### config.mk
export PLATFORM = sky130hd
export DESIGN_NAME = msg_resp_write_flat
export DESIGN_NICKNAME = d
export VERILOG_FILES = /design/src/rtl/msg_pkg.sv /design/src/rtl/msg_resp_write_if.sv /design/src/rtl/pulse_edge_det.sv /design/src/rtl/msg_resp_write.sv /design/src/flat_wrapper.sv
export SDC_FILE = /design/constraint.sdc
export NUM_CORES = 1
export LEC_CHECK = 0
export BUFFER_PORTS_ARGS = -buffer_cell sky130_fd_sc_hd__buf_2
export CAP_MARGIN = 20
export CORE_MARGIN = 8
export CORE_UTILIZATION = 30
export CTS_CLUSTER_SIZE = 14
export DETAILED_ROUTE_END_ITERATION = 12
export MAX_ROUTING_LAYER = met4
export PLACE_DENSITY = 0.52
export SLEW_MARGIN = 20
export SYNTH_ARGS = -nofsm -noshare
export SYNTH_HDL_FRONTEND = slang
export SYNTH_SLANG_ARGS = --single-unit
### constraint.sdc
create_clock -name OPB_CLK -period 2 [get_ports OPB_CLK]
set_clock_uncertainty 0.2 [all_clocks]
set_input_delay 0.1 -clock OPB_CLK [delete_from_list [all_inputs] [get_ports OPB_CLK]]
set_output_delay 0.1 -clock OPB_CLK [all_outputs]
set_load 0.05 [all_outputs]
### src/rtl/msg_pkg.sv
// Shared definitions for the message request/response path.
// Holds the frame framing bytes (also used by the request parser),
// the response frame length and the response FSM state encoding.
package msg_pkg;

  localparam logic [7:0] MSG_HDR_BYTE = 8'h5B;
  localparam logic [7:0] MSG_TAIL_OK  = 8'hA4;
  localparam logic [7:0] MSG_TAIL_TMO = 8'hAE;

  // header + 4 address bytes + 4 data bytes + tail
  localparam int FRAME_LEN = 10;

  typedef enum logic [1:0] {
    ST_IDLE     = 2'd0,
    ST_WAIT_ACK = 2'd1,
    ST_SEND     = 2'd2
  } state_t;

endpackage

### src/rtl/msg_resp_write_if.sv
// Bus bundle for msg_resp_write: OPB read request/acknowledge on the
// upstream side and the 8-bit TX FIFO write port on the downstream side.
//   slave  : view of the response stage (consumes OPB, writes the FIFO)
//   master : view of the environment (drives OPB and FIFO status)
interface msg_resp_write_if;

  logic        OPB_RE;
  logic [31:0] OPB_ADDR;
  logic [31:0] OPB_DI;
  logic        OPB_XFERACK;
  logic        TX_FIFO_WR;
  logic [7:0]  TX_FIFO_DATA;
  logic        TX_FIFO_FULL;

  modport slave (
    input  OPB_RE, OPB_ADDR, OPB_DI, OPB_XFERACK, TX_FIFO_FULL,
    output TX_FIFO_WR, TX_FIFO_DATA
  );

  modport master (
    output OPB_RE, OPB_ADDR, OPB_DI, OPB_XFERACK, TX_FIFO_FULL,
    input  TX_FIFO_WR, TX_FIFO_DATA
  );

endinterface

### src/rtl/pulse_edge_det.sv
// Rising-edge detector for a slow timebase square wave.
// Ports:
//   clk   : clock
//   rst_n : synchronous active-low reset
//   din   : input level (already synchronous to clk)
//   rise  : high for the cycle where din=1 and the registered value was 0
module pulse_edge_det (
  input  logic clk,
  input  logic rst_n,
  input  logic din,
  output logic rise
);

  logic din_q;

  // NOTE: sequential state is assigned with <= so every flop samples the
  // pre-edge values of its inputs, independent of statement order.
  always_ff @(posedge clk) begin
    if (!rst_n) begin
      din_q <= 1'b0;
    end else begin
      din_q <= din;
    end
  end

  assign rise = din & ~din_q;

endmodule

### src/rtl/msg_resp_write.sv
// Response stage of the message-read block.
// Captures an OPB read request and its address, waits for the slave ack
// (or a timeout counted in PULSE_2KHZ rising edges), then writes a
// 10-byte frame into the TX FIFO:
//   HDR, ADDR[31:24..7:0], DATA[31:24..7:0], TAIL
// Ports:
//   OPB_CLK      : clock
//   OPB_RST_N    : synchronous active-low reset
//   PULSE_2KHZ   : timeout timebase, rising edges only
//   bus          : OPB request/ack inputs and TX FIFO write port
//   BUSY         : high whenever the FSM is not idle
//   error_flag   : one-cycle pulse on timeout or dropped request
module msg_resp_write
  import msg_pkg::*;
#(
  parameter logic [7:0]  HDR_BYTE    = MSG_HDR_BYTE,
  parameter logic [7:0]  TAIL_OK     = MSG_TAIL_OK,
  parameter logic [7:0]  TAIL_TMO    = MSG_TAIL_TMO,
  parameter logic [31:0] TMO_DATA    = 32'hFFFF_FFFF,
  parameter int          ACK_TIMEOUT = 4,
  parameter int          CNT_W       = 8
) (
  input  logic           OPB_CLK,
  input  logic           OPB_RST_N,
  input  logic           PULSE_2KHZ,
  msg_resp_write_if.slave bus,
  output logic           BUSY,
  output logic           error_flag
);

  localparam logic [3:0]       LAST_IDX = 4'(FRAME_LEN - 1);
  localparam logic [CNT_W-1:0] TMO_CNT  = CNT_W'(ACK_TIMEOUT);

  state_t           state_q, state_d;
  logic [3:0]       idx_q, idx_d;
  logic [CNT_W-1:0] cnt_q, cnt_d, cnt_inc;
  logic [31:0]      addr_q, addr_d;
  logic [31:0]      data_q, data_d;
  logic [7:0]       tail_q, tail_d;
  logic             err_d;
  logic             pulse_rise;
  logic             wr_en;

  // Edge register runs in every state, so an edge seen while idle is
  // consumed there and never counted against a later request.
  pulse_edge_det u_pulse_edge (
    .clk   (OPB_CLK),
    .rst_n (OPB_RST_N),
    .din   (PULSE_2KHZ),
    .rise  (pulse_rise)
  );

  assign wr_en = (state_q == ST_SEND) && !bus.TX_FIFO_FULL;

  // State and datapath registers.
  // NOTE: the address/data/tail registers are small flops, not a memory,
  // so they are cleared with the FSM; nothing is left to power-up values.
  always_ff @(posedge OPB_CLK) begin
    if (!OPB_RST_N) begin
      state_q    <= ST_IDLE;
      idx_q      <= '0;
      cnt_q      <= '0;
      addr_q     <= '0;
      data_q     <= '0;
      tail_q     <= '0;
      error_flag <= 1'b0;
    end else begin
      state_q    <= state_d;
      idx_q      <= idx_d;
      cnt_q      <= cnt_d;
      addr_q     <= addr_d;
      data_q     <= data_d;
      tail_q     <= tail_d;
      error_flag <= err_d;
    end
  end

  // Next-state and datapath update.
  // NOTE: every signal gets a hold/default value before the case so no
  // path leaves it unassigned, which would otherwise infer a latch.
  always_comb begin
    state_d = state_q;
    idx_d   = idx_q;
    cnt_d   = cnt_q;
    addr_d  = addr_q;
    data_d  = data_q;
    tail_d  = tail_q;
    err_d   = 1'b0;
    cnt_inc = cnt_q + 1'b1;

    unique case (state_q)
      ST_IDLE: begin
        if (bus.OPB_RE) begin
          addr_d = bus.OPB_ADDR;
          if (bus.OPB_XFERACK) begin
            data_d  = bus.OPB_DI;
            tail_d  = TAIL_OK;
            state_d = ST_SEND;
          end else begin
            cnt_d   = '0;
            state_d = ST_WAIT_ACK;
          end
        end
      end

      ST_WAIT_ACK: begin
        // A request arriving now is dropped; the pending one continues.
        if (bus.OPB_RE) begin
          err_d = 1'b1;
        end
        // Ack takes priority over a simultaneous final timeout edge.
        if (bus.OPB_XFERACK) begin
          data_d  = bus.OPB_DI;
          tail_d  = TAIL_OK;
          cnt_d   = '0;
          state_d = ST_SEND;
        end else if (pulse_rise) begin
          cnt_d = cnt_inc;
          if (cnt_inc == TMO_CNT) begin
            data_d  = TMO_DATA;
            tail_d  = TAIL_TMO;
            err_d   = 1'b1;
            cnt_d   = '0;
            state_d = ST_SEND;
          end
        end
      end

      ST_SEND: begin
        if (bus.OPB_RE) begin
          err_d = 1'b1;
        end
        if (wr_en) begin
          if (idx_q == LAST_IDX) begin
            idx_d   = '0;
            state_d = ST_IDLE;
          end else begin
            idx_d = idx_q + 4'd1;
          end
        end
      end

      default: begin
        state_d = ST_IDLE;
        idx_d   = '0;
      end
    endcase
  end

  // Outputs. Gated by reset so the FIFO sees no write while reset is held,
  // even before the first reset edge has cleared the state register.
  always_comb begin
    BUSY             = 1'b0;
    bus.TX_FIFO_WR   = 1'b0;
    bus.TX_FIFO_DATA = 8'h00;

    if (OPB_RST_N && state_q != ST_IDLE) begin
      BUSY = 1'b1;
    end

    if (OPB_RST_N && state_q == ST_SEND) begin
      bus.TX_FIFO_WR = wr_en;
      unique case (idx_q)
        4'd0:    bus.TX_FIFO_DATA = HDR_BYTE;
        4'd1:    bus.TX_FIFO_DATA = addr_q[31:24];
        4'd2:    bus.TX_FIFO_DATA = addr_q[23:16];
        4'd3:    bus.TX_FIFO_DATA = addr_q[15:8];
        4'd4:    bus.TX_FIFO_DATA = addr_q[7:0];
        4'd5:    bus.TX_FIFO_DATA = data_q[31:24];
        4'd6:    bus.TX_FIFO_DATA = data_q[23:16];
        4'd7:    bus.TX_FIFO_DATA = data_q[15:8];
        4'd8:    bus.TX_FIFO_DATA = data_q[7:0];
        4'd9:    bus.TX_FIFO_DATA = tail_q;
        default: bus.TX_FIFO_DATA = 8'h00;
      endcase
    end
  end

endmodule

### src/flat_wrapper.sv
// flat-port wrapper written by rule: the top's interface ports become plain ports
module msg_resp_write_flat import msg_pkg::*;
#(
  parameter logic [7:0]  HDR_BYTE    = MSG_HDR_BYTE,
  parameter logic [7:0]  TAIL_OK     = MSG_TAIL_OK,
  parameter logic [7:0]  TAIL_TMO    = MSG_TAIL_TMO,
  parameter logic [31:0] TMO_DATA    = 32'hFFFF_FFFF,
  parameter int          ACK_TIMEOUT = 4,
  parameter int          CNT_W       = 8
)
  (OPB_CLK, OPB_RST_N, PULSE_2KHZ, BUSY, error_flag, bus_OPB_RE, bus_OPB_ADDR, bus_OPB_DI, bus_OPB_XFERACK, bus_TX_FIFO_FULL, bus_TX_FIFO_WR, bus_TX_FIFO_DATA);
  msg_resp_write_if bus_i ();
  input  logic OPB_CLK;
  input  logic OPB_RST_N;
  input  logic PULSE_2KHZ;
  output logic BUSY;
  output logic error_flag;
  input wire logic [$bits(bus_i.OPB_RE)-1:0] bus_OPB_RE;
  input wire logic [$bits(bus_i.OPB_ADDR)-1:0] bus_OPB_ADDR;
  input wire logic [$bits(bus_i.OPB_DI)-1:0] bus_OPB_DI;
  input wire logic [$bits(bus_i.OPB_XFERACK)-1:0] bus_OPB_XFERACK;
  input wire logic [$bits(bus_i.TX_FIFO_FULL)-1:0] bus_TX_FIFO_FULL;
  output wire logic [$bits(bus_i.TX_FIFO_WR)-1:0] bus_TX_FIFO_WR;
  output wire logic [$bits(bus_i.TX_FIFO_DATA)-1:0] bus_TX_FIFO_DATA;
  assign bus_i.OPB_RE = bus_OPB_RE;
  assign bus_i.OPB_ADDR = bus_OPB_ADDR;
  assign bus_i.OPB_DI = bus_OPB_DI;
  assign bus_i.OPB_XFERACK = bus_OPB_XFERACK;
  assign bus_i.TX_FIFO_FULL = bus_TX_FIFO_FULL;
  assign bus_TX_FIFO_WR = bus_i.TX_FIFO_WR;
  assign bus_TX_FIFO_DATA = bus_i.TX_FIFO_DATA;
  msg_resp_write #(.HDR_BYTE(HDR_BYTE), .TAIL_OK(TAIL_OK), .TAIL_TMO(TAIL_TMO), .TMO_DATA(TMO_DATA), .ACK_TIMEOUT(ACK_TIMEOUT), .CNT_W(CNT_W)) u_core (.OPB_CLK(OPB_CLK), .OPB_RST_N(OPB_RST_N), .PULSE_2KHZ(PULSE_2KHZ), .bus(bus_i), .BUSY(BUSY), .error_flag(error_flag));
endmodule
Yosys cells after proc, flatten, opt, wreduce, memory -nomap -nowiden:

Index checks and enable logic that the tools add are counted.

* word-level logic and storage cells: 84
* bits in registers: 88
* output and inout bits: 11

* reduce and logical (&&, ||, !) cells: 14
* muxes and demuxes: 38
* add/subtract/negate cells: 2
* eq/ne operators: 19
* bitwise logic cells: 3

Operators with widths (count)
* 32-bit two-way mux: 5
* 8-bit two-way mux: 11
* 8-bit case mux with 10 select lines: 1
* 32-bit case mux with 2 select lines: 1
* 8-bit case mux with 2 select lines: 2
* 4-bit by 3-bit equality test with 1-bit output (second input constant): 4
* 2-bit two-way mux: 7
* 5-bit AND reduction: 2
* 8-bit by 1-bit adder with 8-bit output (second input constant): 1
* 4-bit by 2-bit equality test with 1-bit output (second input constant): 2
* 4-bit equality test (second input constant): 2
* 8-bit by 3-bit equality test with 1-bit output (second input constant): 1
* 4-bit two-way mux: 2
* 2-bit != test (second input constant): 4
* 4-bit case mux with 2 select lines: 1
* 1-bit two-way mux: 6
* 3-bit by 2-bit != test with 1-bit output (second input constant): 2
* 2-bit case mux with 3 select lines: 1
* 4-bit by 1-bit adder with 4-bit output (second input constant): 1
* 4-bit by 1-bit equality test with 1-bit output (second input constant): 1
* 4-bit zero test: 1
* 2-bit AND reduction: 2
* 4-bit AND reduction: 1
* 2-bit nonzero test: 2
* other kinds (10): 13

Longest topological paths before layout:

Gate-level depths: netlist of the first run.

* depth in word-level cells: 6
* mapped depth: 7
* mapped depth without buffers: 6

By module:

Synthesis of the first run repeated with hierarchy kept, for this count alone.

* cell total of the unflattened synthesis: 438
* area, all modules: 3935.0 um^2

By module, submodules not included
* msg_resp_write: cells an instance 435, instances 1, area an instance 3895.0 um^2, sequential area each 1621.6 um^2
* pulse_edge_det: cells an instance 3, instances 1, area an instance 40.0 um^2, sequential area each 20.0 um^2

Least setup slack after synthesis of the first run:

Ideal clock, no wire load.

* path kind: flip-flop to output port
* start point: register u_core.idx_q[0]
* end point: output port bus_TX_FIFO_DATA[6]
* arrival: 2.441 ns
* data required time: 1.700 ns
* cell stages (with the launch flop): 7
* setup slack: -0.741 ns
* cells stage by stage: dfxtp_1 > buf_1 > clkbuf_1 > mux2i_1 > o22ai_1 > a21oi_1 > o31ai_1

* word-level cells in the longest chain between the ends: 3
* elaborated cells on any way between the ends: 12
* classes of those cells: eq/ne: 9; mux: 2; reduce/logical: 1

Ends and longest elaborated chain
* start, declared: RTL line msg_resp_write.sv:35 `logic [3:0] idx_q, idx_d;`
* start signal, assigned: RTL line msg_resp_write.sv:69 `idx_q <= idx_d;`
* 4-bit equality test, or another cell as far along: RTL line msg_resp_write.sv:163 `unique case (idx_q)`
* 8-bit case mux with 10 select lines *: RTL line msg_resp_write.sv:163
* 8-bit two-way mux *: RTL line msg_resp_write.sv:161 `if (OPB_RST_N && state_q == ST_SEND) begin`
* end, declared: RTL line flat_wrapper.sv:24 `output wire logic [$bits(bus_i.TX_FIFO_DATA)-1:0] bus_TX_FIFO_DATA;`

Mark *: on every way between the ends. The rest lies on a longest branch, timed or not.

Final worst setup path of the first run:

* start point: register u_core.cnt_q[1]
* end point: register u_core.data_q[14]

* word-level cells in the longest chain between the ends: 4

Ends and longest elaborated chain
* start, declared: RTL line msg_resp_write.sv:36 `logic [CNT_W-1:0] cnt_q, cnt_d, cnt_inc;`
* start signal, assigned: RTL line msg_resp_write.sv:70 `cnt_q <= cnt_d;`
* 8-bit by 1-bit adder with 8-bit output: RTL line msg_resp_write.sv:89 `cnt_inc = cnt_q + 1'b1;`
* 8-bit by 3-bit equality test with 1-bit output: RTL line msg_resp_write.sv:119 `if (cnt_inc == TMO_CNT) begin`
* 3-bit by 2-bit != test with 1-bit output (no source line)
* 5-bit AND reduction (no source line)
* end signal, assigned: RTL line msg_resp_write.sv:72 `data_q <= data_d;`
* end, declared: RTL line msg_resp_write.sv:38 `logic [31:0] data_q, data_d;`

Every way passes these cells.
A chain may end at the register's enable or synchronous reset.

==> results of run 1 <==
## power by group through the flow
stage / sequential (W) / clock, W / combinational, W
floorplan: 0.00213 / 0 / 0.00127
global placement: 0.00220 / 0 / 0.00182
detailed placement: 0.00221 / 0 / 0.00185
CTS: 0.00218 / 0.00170 / 0.00212
global route: 0.00223 / 0.00178 / 0.00238
finish: 0.00220 / 0.00166 / 0.00219
## final timing paths
check	start	to	slack, ns	depth (start not counted)
max	u_core.cnt_q[1]	u_core.data_q[14]	-0.17	6
min reg2reg	u_core.addr_q[20]	u_core.addr_q[20]	0.26	2
max reg2reg	u_core.cnt_q[1]	u_core.data_q[14]	-0.17	6
min	bus_TX_FIFO_FULL	u_core.idx_q[2]	0.06	5
## sequential cells by signal (all words and copies together) (netlist names)
name / cells
u_core.state_q: 2
u_core.addr_q: 32
u_core.idx_q: 4
u_core.tail_q: 2
u_core.u_pulse_edge.din_q: 1
u_core.cnt_q: 8
u_core.error_flag: 1
u_core.data_q: 32
## final cells by class
class	instances	area, sq um	area share, %
sequential	82	1660	26.1
clock inverter	2	35.0	0.551
tap	172	215	3.38
clock buffer	14	264	4.15
timing repair buffer	209	1690	26.5
inverter	7	26.3	0.413
multi-input combinational	319	2470	38.9
## kinds of logic (layout without fill, tap and decap cells)
family                     after synthesis  count (layout)  share of synthesized area [%]
muxes                                   20              20                           6.24
adders and majority gates                4               4                           1.28
DFF                                     82              82                           42.0
and+or+nand+nor                        161             161                           19.9
AOI/OAI and AO/OA                      134             134                           25.8
buffers and inverters                   43             232                           4.77
## worst max-delay path, delay by kind of cell, from the launching register on
family	cells	cell delay, ns
DFF	1	0.35
AOI/OAI and AO/OA	3	0.73
adders and majority gates	1	0.13
buffers and inverters	1	0.21
and+or+nand+nor	1	0.46
## per-stage QoR
stage / cell area (sq um) / power (W) / setup WS [ns] / cells / setup TNS, ns
2_1_floorplan: 4050 / 0.00340 / -0.125 / 444 / -4.23
6_report: 6360 / 0.00605 / -0.171 / 805 / -6.03
4_1_cts: 6200 / 0.00600 / -0.158 / 802 / -5.82
3_5_place_dp: 4940 / 0.00406 / -0.155 / 712 / -4.25
3_3_place_gp: 4940 / 0.00402 / -0.113 / 712 / -3.68
5_1_grt: 6360 / 0.00639 / -0.232 / 805 / -8.41
## per-layer routing
layer	wire length, um	part of all wire [%]	up-vias	global-route usage, %
li1	-	-	2004	-
met1	6020	46	1880	20.2
met2	6520	50	80	26.5
met3	406	3.1	6	3.43
met4	72	0.55	0	3.01
met5	0	0	-	-
## timing repair
| action | in CTS | in global routing |
|---|---|---|
| pin swaps | 16 | 13 |
| endpoints found under the hold margin | 67 | 0 |
| setup buffers | 6 | 4 |
| hold buffers | 67 | 0 |
| resized for setup | 62 | 34 |
| setup endpoints to repair | 45 | 85 |
| cloned | 1 | 0 |
## cell usage in the layout, fill, tap and decap left out, types with 5 or more instances in the layout
cell type / synthesis / layout
o221a_4: 0 / 7
mux2i_1: 12 / 11
dfxtp_1: 82 / 74
nand2b_1: 10 / 9
o221a_2: 29 / 22
nand3b_1: 5 / 5
o21ai_0: 14 / 12
clkbuf_16: 0 / 9
buf_6: 3 / 18
nand2_1: 86 / 82
nor2b_1: 10 / 5
nand3_1: 9 / 8
dlygate4sd3_1: 0 / 67
buf_2: 2 / 73
a21oi_1: 44 / 41
buf_4: 0 / 45
nor2_1: 14 / 11
==> impl_metrics.tcl, run 1 <==
set metrics [dict create \
    vdd_drop_max_mv 0.417 \
    grt-ovfl-total 0 \
    swShare_pct 32.7 \
    fin_crit_ns 2.17 \
    cts_tree "yes" \
    cellPowerDensity_nw_per_um2 951 \
    cap_violations 0 \
    track_usage_pct 16.1 \
    timing.slew.headroom_pct 70.6 \
    vias_per_cell 4.93 \
    clk_latency_ns 0.33 \
    finalWorstSetupSlack_ns -0.171 \
    dpl.hpwl_um 9300 \
    clock-root-buffer "clkbuf_16" \
    detail_route.iter0.violations 186 \
    dieHeight_um 130 \
    status "finished, violations left" \
    ys_async_sr_fraction_pct 0 \
    hp-class "in2reg" \
    synthTopCellsByArea "dfxtp_1, o221a_2, nand2_1" \
    initial_utilization_pct 30.9 \
    p_int_w 0.00407 \
    antenna_found_initial 0 \
    path_max_fanout 34 \
    final-hold-violation-count 0 \
    drive_gt1_share_pct 40.3 \
    wl_um 13000 \
    cts_buffers 9 \
    rsz0062_at_grt "yes" \
    io_buffers 80 \
    combPwrFrac_pct 36.2 \
    synth_common_cells "nand2_1, dfxtp_1, a21oi_1" \
    yosysMostFrequentCell "nand2_1" \
    utilization_pct 50.2 \
    endpoint_kind "flip-flop" \
    slowest_stage "or4b_4" \
    whs_ns 0.0620 \
    drc 0 \
    max_freq_mhz 461 \
    violations "setup timing" \
    syn_to_final_growth_pct 62.6 \
    synth-seq-cells 82 \
    grt_pass1_vias 4149 \
    synth_seq_area_share_pct 42.0 \
    crit_path_cell_trace "ha_4, or4b_4, o41a_4, a21oi_4, buf_12, o221a_2" \
    ys_warn_count 0 \
    start_kind "flip-flop" \
    gp_congestion 0.857 \
    maxSlewViolCount 0 \
    clkPwrFrac_pct 27.4 \
    cp_slowest_stage_delay_ns 0.46 \
    n_antenna_cell 0 \
    net-switching-power_w 0.00198 \
    pwr-share-seq_pct 36.4 \
    netlist_area_sq_um 3910 \
    nFillCells 1209 \
    core_sq_um 12700 \
    grt_pass1_wl_um 21100 \
    setup_violations 44 \
    yosysTopAreaCell "dfxtp_1" \
    tightest_slew_ns 0.441 \
    nets 702 \
    num_io_pins 81 \
    fp.dieW_um 130 \
    cp.required_ns 2.07 \
    crit_type "reg2reg" \
    leakage_nw 2.48 \
    synth_edf_count 0 \
    cts_buffer_depth 2 \
    wl_per_cell_um 16.2 \
    synth_flop_cell "dfxtp_1" \
    placementRows 41 \
    synth.top_cell.area_share_pct 42.0 \
    drt.antenna.violating_nets 0 \
    die_area_sq_um 16900 \
    firstDrtPassIters 4 \
    crit_arrival_ns 2.24 \
    syn-num-nets 518 \
    vias 3970 \
    synthDistinctLibCells 57 \
    h-tree-depth 3 \
    syn_inst 444 \
    syn_avg_cell_area_sq_um 8.81 \
    grt_max_degree 36 \
    cts_sinks 82 \
    timing.final.crit_share_pct 109 \
    clkTransAtPathRegs_ns 0.06 \
]
(Power assumes the default switching activity.)
==> inputs of run 2 (changes only) <==
--- a/config.mk
+++ b/config.mk
@@ -5,6 +5,7 @@
 export SDC_FILE = /design/constraint.sdc
 export NUM_CORES = 1
 export LEC_CHECK = 0
+export ABC_AREA = 1
 export BUFFER_PORTS_ARGS = -buffer_cell sky130_fd_sc_hd__buf_2
 export CAP_MARGIN = 20
 export CORE_MARGIN = 8
==> impl_metrics.tcl, run 2 <==
set metrics [dict create \
    grt-ovfl-total 0 \
    synth-seq-cells 82 \
    crit_type "reg2out" \
    synth_compound_area_share_pct 24.5 \
    finalWorstSetupSlack_ns -0.123 \
    synth_common_cells "nor2_1, dfxtp_1, o21ai_0" \
    fin_tns_setup_ns -0.803 \
    h-tree-depth 3 \
    antenna_found_initial 0 \
    hold_path_depth 5 \
    whs_ns 0.0114 \
    synth.top_cell.area_share_pct 42.9 \
    cellPowerDensity_nw_per_um2 1140 \
    syn_avg_cell_area_sq_um 7.23 \
    nets 773 \
    ys_async_sr_fraction_pct 0 \
    place_area_sq_um 4640 \
    clock-root-buffer "clkbuf_16" \
    initial_utilization_pct 30.5 \
    dieHeight_um 129 \
    timing.slew.headroom_pct 69.8 \
    reg2reg_slack_ns 0.12 \
    worstHoldStart "bus_OPB_XFERACK" \
    detail_route.iter0.violations 226 \
    rr_worst_depth 11 \
    yosysTopAreaCell "dfxtp_1" \
    fin_crit_ns 2.12 \
    synth_flop_cell "dfxtp_1" \
    start_kind "flip-flop" \
    largest_registers "u_core.addr_q: 32 flops, u_core.data_q: 32 flops, u_core.cnt_q: 8 flops" \
    netlist_area_sq_um 3820 \
    grt_pass1_wl_um 19300 \
    maxSlewViolCount 0 \
    num_io_pins 81 \
    syn_to_final_growth_pct 53.4 \
    core_sq_um 12500 \
    dpl.hpwl_um 8810 \
    ys_warn_count 0 \
    synth_adder_area_share_pct 1.31 \
    clkTransAtPathRegs_ns 0.06 \
    wl_per_cell_um 13.5 \
    tightest_slew_ns 0.453 \
    clk_latency_ns 0.34 \
    synth_seq_area_share_pct 42.9 \
    drc 0 \
    final_cell_mix "nor2_1, dfxtp_1, buf_2" \
    setup_violations 8 \
    crit_arrival_ns 1.82 \
    synthDistinctLibCells 36 \
    n_antenna_cell 0 \
    placementRows 41 \
    vdd_drop_max_mv 0.555 \
    cap_violations 0 \
    syn_inst 529 \
    grt_pass1_vias 3999 \
    leakage_nw 2.48 \
    vias_per_cell 4.43 \
    firstDrtPassIters 4 \
    wl_um 11900 \
    cp.required_ns 1.70 \
    synth-xor-area-share_pct 0.917 \
    final_common_cell "nor2_1" \
    yosysMostFrequentCell "nor2_1" \
    hp-class "in2reg" \
    nFillCells 1275 \
    die_area_sq_um 16600 \
    cts_buffer_depth 2 \
    syn-num-nets 603 \
    drive_gt1_share_pct 32.5 \
    synth_edf_count 0 \
    violations "setup timing" \
    fp.dieW_um 129 \
    vias 3877 \
    gp_congestion 0.829 \
    muxShareOfSynthArea_pct 0.262 \
    cts_tree "yes" \
    grt_max_degree 73 \
    reg2reg_to "u_core.data_q[0]" \
    timing.final.crit_share_pct 106 \
    io_buffers 80 \
    path_max_fanout 7 \
    worstReg2RegStart "u_core.state_q[1]" \
    min_to "u_core.state_q[1]" \
    track_usage_pct 15.2 \
    synthTopCellsByArea "dfxtp_1, o21ai_0, nor2_1" \
    cts_sinks 82 \
    synth_top_family_by_area "compound AO/OA/AOI/OAI gates" \
    endpoint_kind "output pin" \
    fin_area_sq_um 5860 \
    synthSimpleGateAreaFrac_pct 20.5 \
    rsz0062_at_grt "yes" \
    status "finished, violations left" \
    max_freq_mhz 471 \
    cts_buffers 9 \
    power_w 0.00666 \
    drt.antenna.violating_nets 0 \
    final-hold-violation-count 0 \
]
## run 2: cell types whose count changed after synthesis, moves of 17 or more
cell,change
nor2_1,+73
inv_1,+61
o21ai_0,+58
o221a_2,-29
a21oi_2,+25
clkbuf_1,-17
nand2_1,-17
## run 2: worst max-delay path by stage
stage / to / slack (ns) / start / cells past startpoint
3_5_place_dp: u_core.data_q[22] / -0.02 / u_core.state_q[1] / 11
3_3_place_gp: u_core.data_q[22] / 0.06 / u_core.state_q[1] / 11
4_1_cts: bus_TX_FIFO_DATA[5] / -0.15 / u_core.idx_q[3] / 10
2_1_floorplan: bus_TX_FIFO_DATA[5] / 0.06 / u_core.idx_q[2] / 7
6_report: bus_TX_FIFO_DATA[5] / -0.12 / u_core.idx_q[2] / 10
5_1_grt: bus_TX_FIFO_DATA[5] / -0.20 / u_core.idx_q[2] / 10
## run 2: repair_timing
item                                   CTS  global route
setup endpoints to repair               10            52
gates resized for setup                 48            66
hold buffers                            66             0
endpoints found under the hold margin   66             0
pin swaps                               13            14
buffers inserted                         3             0
## run 2: cell type report
cell class / count / area [sq um] / share of cell area, %
multi-input combinational: 356 / 2010 / 34.4
sequential: 82 / 1650 / 28.1
timing repair buffer: 178 / 1420 / 24.2
inverter: 72 / 270 / 4.61
clock buffer: 11 / 243 / 4.14
tap: 172 / 215 / 3.67
clock inverter: 5 / 53.8 / 0.918
## run 2: report_power, final
part / internal (W) / total [W] / switching [W]
combinational: 0.00105 / 0.00268 / 0.00163
clock: 0.000997 / 0.00166 / 0.000660
sequential: 0.00211 / 0.00233 / 0.000217
total: 0.00416 / 0.00666 / 0.00251
## run 2: critical path: stages (launching register included)
cell and delay (ns):
dfxtp_2 0.34, buf_6 0.12, nor2_4 0.12, inv_2 0.07, nor2_1 0.09, buf_4 0.17, nand2_2 0.06, o211ai_1 0.11
nor3_2 0.07, a21oi_2 0.16, buf_6 0.18
## run 2: kinds of logic after synthesis
group           Yosys count
buf+inv                  91
flops                    82
simple gates            188
mux                       1
compound gates          159
xor+xnor                  4
fa+ha+maj                 4
## run 2: per-stage QoR
step	setup WS [ns]	util (%)	std cells
floorplan	0.0605	-	529
global placement	0.0581	37.0	792
detailed placement	-0.0196	37.0	792
CTS	-0.149	45.9	876
global route	-0.204	46.8	876
finish	-0.123	46.8	876
## run 2: per-layer routing
metal / wire, um / track usage, % / up-vias
li1: - / - / 2065
met1: 5660 / 18.7 / 1716
met2: 5530 / 24.2 / 83
met3: 512 / 2.69 / 13
met4: 155 / 5.94 / 0
met5: 0 / - / -
==> inputs of run 3 (changes only) <==
--- a/config.mk
+++ b/config.mk
@@ -12,8 +12,8 @@
 export CORE_UTILIZATION = 30
 export CTS_CLUSTER_SIZE = 14
 export DETAILED_ROUTE_END_ITERATION = 12
-export MAX_ROUTING_LAYER = met4
 export PLACE_DENSITY = 0.52
+export SKIP_CTS_REPAIR_TIMING = 1
 export SLEW_MARGIN = 20
 export SYNTH_ARGS = -nofsm -noshare
 export SYNTH_HDL_FRONTEND = slang
==> impl_metrics.tcl, run 3 (synthesis results as in run 2) <==
set metrics [dict create \
    num_io_pins 81 \
    placementRows 41 \
    maxSlewViolCount 0 \
    cts_buffers 9 \
    nFillCells 1279 \
    violations "setup timing" \
    net-switching-power_w 0.00250 \
    p_int_w 0.00416 \
    path_max_fanout 8 \
    reg2reg_to "u_core.data_q[0]" \
    timing.slew.headroom_pct 69.9 \
    core_sq_um 12500 \
    n_antenna_cell 0 \
    cp_common_cell "buf_6" \
    final-hold-violation-count 0 \
    final_common_cell "nor2_1" \
    reg2reg_slack_ns 0.12 \
    slowest_stage "dfxtp_2" \
    cts_tree "yes" \
    cp_slowest_stage_delay_ns 0.33 \
    worstReg2RegStart "u_core.state_q[0]" \
    grt_pass1_wl_um 17700 \
    fp.dieW_um 129 \
    hold_path_depth 5 \
    finalWorstSetupSlack_ns -0.120 \
    rsz0062_at_grt "yes" \
    combPwrFrac_pct 40.2 \
    endpoint_kind "output pin" \
    leakage_nw 2.46 \
    rr_worst_depth 11 \
    crit_path_cell_trace "buf_6, nor2_4, inv_2, nor2_1, buf_4, nand2_1, o211ai_1, nor3_2, a21oi_2, buf_6" \
    utilization_pct 46.6 \
    track_usage_pct 13.7 \
    detail_route.iter0.violations 168 \
    crit_arrival_ns 1.82 \
    timing.final.crit_share_pct 106 \
    nets 772 \
    clkTransAtPathRegs_ns 0.06 \
    cts_buffer_depth 2 \
    initial_utilization_pct 30.5 \
    h-tree-depth 3 \
    cap_violations 0 \
    gp_congestion 0.817 \
    wl_per_cell_um 13.5 \
    start_kind "flip-flop" \
    clkPwrFrac_pct 24.9 \
    largest_registers "u_core.addr_q: 32 flops, u_core.data_q: 32 flops, u_core.cnt_q: 8 flops" \
    io_buffers 80 \
    wl_um 11800 \
    cts_sinks 82 \
    grt_max_degree 73 \
    crit_type "reg2out" \
    place_area_sq_um 4640 \
    hp-class "in2reg" \
    antenna_found_initial 0 \
    status "finished, violations left" \
    tightest_slew_ns 0.451 \
    clock-root-buffer "clkbuf_16" \
    clk_latency_ns 0.34 \
    drt.antenna.violating_nets 0 \
    drive_gt1_share_pct 31.4 \
    pwr-share-seq_pct 35.0 \
    swShare_pct 37.5 \
    cp.required_ns 1.70 \
    cellPowerDensity_nw_per_um2 1140 \
    syn_to_final_growth_pct 52.4 \
    fin_area_sq_um 5830 \
    grt_pass1_vias 3647 \
    grt-ovfl-total 0 \
    die_area_sq_um 16600 \
    max_freq_mhz 472 \
    dpl.hpwl_um 8810 \
    min_to "u_core.state_q[1]" \
    vias 3896 \
    fin_tns_setup_ns -0.744 \
    vdd_drop_max_mv 0.552 \
    worstHoldStart "bus_OPB_XFERACK" \
    setup_violations 8 \
    drc 0 \
    dieHeight_um 129 \
    vias_per_cell 4.45 \
    firstDrtPassIters 4 \
    fin_crit_ns 2.12 \
    final_cell_mix "nor2_1, dfxtp_1, buf_2" \
]
## run 3: cell types whose count changed in the layout (fill, tap and decap cells not counted), sizes merged
| cell | before | now |
|---|---|---|
| buf | 111 | 110 |
## run 3: area by class of cell
cell class,count,area (sq um),share of cell area [%]
Multi-Input combinational cell,356,1980,34.0
Sequential cell,82,1650,28.3
Timing Repair Buffer,177,1410,24.2
Inverter,72,270,4.64
Clock buffer,11,243,4.17
Tap cell,172,215,3.69
Clock inverter,5,53.8,0.923
## run 3: stage by stage
| stage | std cells | hold slack, ns | power [W] | setup slack, ns |
|---|---|---|---|---|
| after global routing | 875 | 0.0699 | 0.00709 | -0.217 |
| final | 875 | 0.0156 | 0.00666 | -0.120 |
| after CTS | 808 | -0.230 | 0.00644 | -0.312 |
| after global placement | 792 | 0.122 | 0.00472 | 0.0581 |
| after detailed placement | 792 | 0.122 | 0.00477 | -0.0196 |
| after floorplan | 529 | -0.00237 | 0.00401 | 0.0605 |
## run 3: worst max-delay path by stage
stage	start	to	slack (ns)	depth (start not counted)
after detailed placement	u_core.state_q[1]	u_core.data_q[22]	-0.02	11
after global placement	u_core.state_q[1]	u_core.data_q[22]	0.06	11
after floorplan	u_core.idx_q[2]	bus_TX_FIFO_DATA[5]	0.06	7
after CTS	u_core.idx_q[2]	bus_TX_FIFO_DATA[1]	-0.31	10
final	u_core.idx_q[2]	bus_TX_FIFO_DATA[5]	-0.12	10
after global routing	u_core.idx_q[0]	bus_TX_FIFO_DATA[0]	-0.22	9
## run 3: power by group through the flow
stage / clock network (W) / registers (W) / logic, W
6_report: 0.00165 / 0.00233 / 0.00267
5_1_grt: 0.00176 / 0.00237 / 0.00296
3_3_place_gp: 0 / 0.00233 / 0.00239
3_5_place_dp: 0 / 0.00234 / 0.00243
4_1_cts: 0.00169 / 0.00231 / 0.00244
2_1_floorplan: 0 / 0.00228 / 0.00172
## run 3: routing by layer
| layer | GRT usage [%] | wire length [um] | vias up |
|---|---|---|---|
| met1 | 17.3 | 5600 | 1728 |
| met4 | 5.94 | 202 | 0 |
| met5 | 0 | 0 | - |
| li1 | - | - | 2069 |
| met2 | 21.8 | 5460 | 84 |
| met3 | 3.23 | 540 | 15 |
## run 3: critical path, delay by kind of cell (launching register included)
kind | cells | cell delay [ns]
buf+inv | 4 | 0.53
flops | 1 | 0.33
compound gates | 2 | 0.28
simple gates | 4 | 0.34
